$ cat config.mk
export PLATFORM = sky130hd
export DESIGN_NAME = branch_resolve_ctrl
export DESIGN_NICKNAME = d
export VERILOG_FILES = /design/src/rtl/branch_resolve_ctrl.sv
export SDC_FILE = /design/constraint.sdc
export NUM_CORES = 1
export LEC_CHECK = 0
export ABC_AREA = 1
export BUFFER_PORTS_ARGS = -buffer_cell sky130_fd_sc_hd__buf_2
export CELL_PAD_IN_SITES_DETAIL_PLACEMENT = 0
export CELL_PAD_IN_SITES_GLOBAL_PLACEMENT = 1
export CORE_ASPECT_RATIO = 1.4
export CORE_MARGIN = 3
export CORE_UTILIZATION = 34
export CTS_BUF_LIST = sky130_fd_sc_hd__clkbuf_4
export DETAILED_ROUTE_END_ITERATION = 16
export GPL_TIMING_DRIVEN = 0
export PLACE_DENSITY = 0.87
export SLEW_MARGIN = 20
export SYNTH_ARGS = -nofsm -noshare
export SYNTH_HDL_FRONTEND = slang
export SYNTH_SLANG_ARGS = --single-unit
$ cat constraint.sdc
create_clock -name clk -period 1.7 [get_ports clk]
set_input_delay 0.085 -clock clk [delete_from_list [all_inputs] [get_ports clk]]
set_output_delay 0.085 -clock clk [all_outputs]
set_load 0.005 [all_outputs]
$ cat src/rtl/branch_resolve_ctrl.sv
// Branch resolution sequencer: captures a decoded branch, waits for final operands,
// drives the shared signed comparator and issues resolve / redirect / flush pulses.
module branch_resolve_ctrl #(
    parameter int DATA_W = 32,
    parameter int PC_W   = 32
) (
    input  logic              clk,
    input  logic              rst_n,

    input  logic              br_valid,
    output logic              br_ready,
    input  logic [1:0]        br_cond,
    input  logic [PC_W-1:0]   br_target,

    input  logic              opnd_valid,
    input  logic [DATA_W-1:0] opnd_a,
    input  logic [DATA_W-1:0] opnd_b,

    input  logic              kill,

    output logic [DATA_W-1:0] cmp_a,
    output logic [DATA_W-1:0] cmp_b,
    input  logic              cmp_zero,
    input  logic              cmp_pos,
    input  logic              cmp_neg,

    output logic              res_valid,
    output logic              res_taken,
    output logic              redirect_valid,
    output logic [PC_W-1:0]   redirect_pc,
    output logic              flush_fe,
    output logic              cmp_err
);

    typedef enum logic [1:0] {
        IDLE      = 2'd0,
        WAIT_OPND = 2'd1,
        COMPARE   = 2'd2,
        RESOLVE   = 2'd3
    } state_t;

    typedef enum logic [1:0] {
        BR_BEQ = 2'b00,
        BR_BNE = 2'b01,
        BR_BGT = 2'b10,
        BR_BLT = 2'b11
    } cond_t;

    state_t            state_q, state_d;
    cond_t             cond_q, cond_d;
    logic [PC_W-1:0]   target_q, target_d;
    logic [DATA_W-1:0] cmp_a_q, cmp_a_d;
    logic [DATA_W-1:0] cmp_b_q, cmp_b_d;
    logic              taken_q, taken_d;
    logic              err_q, err_d;

    logic              flags_ok;
    logic              cond_hit;

    // NOTE: sequential state uses non-blocking assignments so every flop samples
    // the pre-edge value of every other flop, independent of statement order.
    always_ff @(posedge clk or negedge rst_n) begin
        if (!rst_n) begin
            state_q  <= IDLE;
            cond_q   <= BR_BEQ;
            target_q <= '0;
            cmp_a_q  <= '0;
            cmp_b_q  <= '0;
            taken_q  <= 1'b0;
            err_q    <= 1'b0;
        end else begin
            state_q  <= state_d;
            cond_q   <= cond_d;
            target_q <= target_d;
            cmp_a_q  <= cmp_a_d;
            cmp_b_q  <= cmp_b_d;
            taken_q  <= taken_d;
            err_q    <= err_d;
        end
    end

    // A healthy comparator asserts exactly one of zero / positive / negative.
    always_comb begin
        flags_ok = 1'b0;
        case ({cmp_zero, cmp_pos, cmp_neg})
            3'b100, 3'b010, 3'b001: flags_ok = 1'b1;
            default:                flags_ok = 1'b0;
        endcase
    end

    always_comb begin
        cond_hit = 1'b0;
        case (cond_q)
            BR_BEQ: cond_hit = cmp_zero;
            BR_BNE: cond_hit = !cmp_zero;
            BR_BGT: cond_hit = cmp_pos;
            BR_BLT: cond_hit = cmp_neg;
            default: cond_hit = 1'b0;
        endcase
    end

    // NOTE: every signal written here gets a default first, so no path through
    // the case statement can leave a value unassigned and infer a latch.
    always_comb begin
        state_d        = state_q;
        cond_d         = cond_q;
        target_d       = target_q;
        cmp_a_d        = cmp_a_q;
        cmp_b_d        = cmp_b_q;
        taken_d        = taken_q;
        err_d          = err_q;
        br_ready       = 1'b0;
        res_valid      = 1'b0;
        res_taken      = 1'b0;
        redirect_valid = 1'b0;
        flush_fe       = 1'b0;
        cmp_err        = 1'b0;

        case (state_q)
            IDLE: begin
                br_ready = 1'b1;
                if (br_valid && !kill) begin
                    cond_d   = cond_t'(br_cond);
                    target_d = br_target;
                    if (opnd_valid) begin
                        cmp_a_d = opnd_a;
                        cmp_b_d = opnd_b;
                        state_d = COMPARE;
                    end else begin
                        state_d = WAIT_OPND;
                    end
                end
            end

            WAIT_OPND: begin
                if (kill) begin
                    state_d = IDLE;
                end else if (opnd_valid) begin
                    cmp_a_d = opnd_a;
                    cmp_b_d = opnd_b;
                    state_d = COMPARE;
                end
            end

            COMPARE: begin
                if (kill) begin
                    state_d = IDLE;
                end else begin
                    taken_d = flags_ok && cond_hit;
                    err_d   = !flags_ok;
                    state_d = RESOLVE;
                end
            end

            RESOLVE: begin
                // Always one cycle here; RESOLVE is never an accept slot.
                state_d = IDLE;
                if (!kill) begin
                    res_valid      = 1'b1;
                    res_taken      = taken_q;
                    redirect_valid = taken_q;
                    flush_fe       = taken_q;
                    cmp_err        = err_q;
                end
            end

            default: state_d = IDLE;
        endcase
    end

    assign cmp_a       = cmp_a_q;
    assign cmp_b       = cmp_b_q;
    assign redirect_pc = redirect_valid ? target_q : '0;

endmodule
==> flow_metrics.tcl <==
set metrics [dict create \
    status "complete, but fails checks" \
    violations "negative setup slack" \
    required_ps 2070 \
    max_slew_margin 0.362 \
    areaGrowthSynthToFinish_pct 63.4 \
    period_minus_slack_ps 1720 \
    netlist_area_sq_um 4320 \
    r2r_end "state_q[0]" \
    crit_top_cell "nand2_1" \
    rows 48 \
    cts.sinks 102 \
    p_leak_nw 4.03 \
    path_depth 8 \
    clkLatencyLatePin_ps 440 \
    drive_gt1_frac 0.330 \
    peakVddDrop_mv 0.691 \
    die_h_um 139 \
    critPathArrivalTime_ps 2090 \
    gp_congestion 0.776 \
    portBuffers 207 \
    hp-class "input port to flip-flop" \
    busiest_layer "met2" \
    fin_util 0.570 \
    initial_core_util 0.349 \
    finalWorstSetupSlack_ps -17.6 \
    drt-total-wl_mm 13.7 \
    hold_slack_ps 40.7 \
    core_sq_um 12400 \
    dpl-instance-area_sq_um 5580 \
    yosysTopAreaCell "dfrtp_1" \
    viasPerCell 4.46 \
    yosys-top-cells-area "dfrtp_1, inv_1, o21ai_1" \
    hold_viol 0 \
    power.density_nw_per_um2 1280 \
    layout_commonest_cell "buf_2" \
    io_pins 208 \
    holdCritStartpoint "cmp_neg" \
    min_to "err_q" \
    r2r-start "state_q[1]" \
    fill_cells 1054 \
    die-area_sq_um 14100 \
    maxCapViolations 0 \
    yosysSeqAreaShare 0.591 \
    dr.pass1.iters 4 \
    max_freq_mhz 582 \
    worstRegToRegCells 8 \
    antenna_found_initial 0 \
    yosysTopAreaCellShare 0.591 \
    min_period_over_period 1.01 \
    worstSetupStartpointType "flip-flop" \
    insertedDiodeCount 0 \
    grt_usage 0.183 \
    avgSynthCellArea_sq_um 8.62 \
    critPathTopFamily "buffers and inverters" \
    mostFrequentLayoutCells "buf_2, inv_1, dlygate4sd3_1" \
    clock_skew_ps 22.6 \
    num-nets-final 938 \
    antenna_left 0 \
    critPathKind "flip-flop to flip-flop" \
    rsz0062_at_grt "yes" \
    postLayoutCellArea_sq_um 7060 \
    gr-usage-met1 0.216 \
    post_drt_wl_per_cell_um 13.9 \
    ys.warnings.count 0 \
    grt_pass1_wl_mm 20.9 \
    first_global_vias 4471 \
    grt_max_degree 82 \
    synth_cells 501 \
    cts_tree "built" \
    slew_viol_final 0 \
    num_vias 4403 \
    path_max_fanout 4 \
    crit_chain "buf_4 -> buf_4 -> nor2_4 -> nand2_1 -> nand2_1 -> nand2_1 -> nand2_1 -> dlygate4sd3_1" \
    worstMarginPinSlew_ps 955 \
    clock-root-buffer "clkbuf_4" \
    dpl.cell_count 859 \
    numCtsBuffers 9 \
    htreeDepth 3 \
    instances_no_fill 987 \
    min_path_cells 4 \
    clk_path_buf_depth 2 \
    drc 0 \
    die_w_um 101 \
    synth-seq-cells 102 \
    clkTransAtPathRegs_ps 150 \
    gr-usage-met2 0.319 \
    synth_nets 607 \
    place_hpwl_mm 8.69 \
    dr.first_iter.drc_count 95 \
    grt_use_met3 0.0441 \
    crit_path_end_kind "flip-flop" \
    grt_overflow 0 \
    finalSetupViolations 1 \
    max_stage_delay_ps 540 \
    ys_types 15 \
    crit_slowest_cell "dlygate4sd3_1" \
    crit_buf_inv 3 \
    reg2reg_slack_ps -20 \
]
==> cells in the mapped netlist, drive strengths merged <==
library cell,number
a21oi,35
buf,23
clkbuf,3
dfrtp,102
inv,107
nand2,84
nand3,9
nor2,72
o21ai,66
==> report_power, final <==
group	leakage (nW)	switching, mW	internal [mW]	total (mW)
Sequential	1.21	0.536	3.55	4.09
Clock	0.0760	0.808	0.457	1.26
Combinational	2.74	1.99	1.72	3.72
Total	4.03	3.34	5.73	9.07
==> registers in the layout (all words and copies together) (netlist names) <==
register,count
target_q,32
cmp_a,32
cond_q,2
taken_q,1
err_q,1
cmp_b,32
state_q,2
==> repair_timing <==
item / in CTS / in global routing
setup endpoints to repair: 32 / 30
resized for setup: 7 / 54
gates cloned: 0 / 2
setup buffers: 2 / 3
hold buffers: 105 / 0
endpoints found under the hold margin: 202 / 0
pin swaps: 0 / 3
==> worst min-delay path, delay by kind of cell <==
family                 cells  cell delay, ps
buffers and inverters      1              90
AOI/OAI and AO/OA          1              90
and+or+nand+nor            2             170
==> layer usage <==
metal | share of wire | up-vias
met5 | 0 | -
met4 | 0.017 | 0
met3 | 0.065 | 19
met2 | 0.52 | 169
met1 | 0.40 | 2049
li1 | - | 2166
==> per-stage QoR <==
step	TNS, ps	power [mW]	worst slack [ps]
after floorplan	0	5.87	449
after global placement	-53040	7.20	-531
after detailed placement	0	7.36	277
after CTS	0	8.90	1.02
after global routing	-1480	9.80	-83.5
final	-17.6	9.07	-17.6
==> kinds of logic after synthesis <==
logic type             after synthesis  share of synthesized area
AND/OR/NAND/NOR                    165                      0.150
buffers and inverters              133                      0.141
flip-flops                         102                      0.591
AO/OA/AOI/OAI                      101                      0.118
==> how the worst max path moves through the flow <==
stage	startpoint	end	slack, ps
2_1_floorplan	state_q[1]	cmp_a[12]	450
3_3_place_gp	rst_n	cmp_b[22]	-530
3_5_place_dp	state_q[1]	redirect_pc[19]	280
4_1_cts	state_q[0]	redirect_pc[19]	1
5_1_grt	state_q[1]	state_q[0]	-80
6_report	state_q[1]	state_q[0]	-20
==> final cells by class <==
cell class | count | area, sq um | area share
sequential | 102 | 2550 | 0.362
clock inverter | 7 | 72.6 | 0.0103
tap | 150 | 188 | 0.0266
clock buffer | 9 | 67.6 | 0.00957
multi-input combinational | 266 | 1290 | 0.183
buffer | 26 | 260 | 0.0369
timing repair buffer | 320 | 2220 | 0.314
inverter | 107 | 407 | 0.0576
Power figures use the tool's default switching activity.
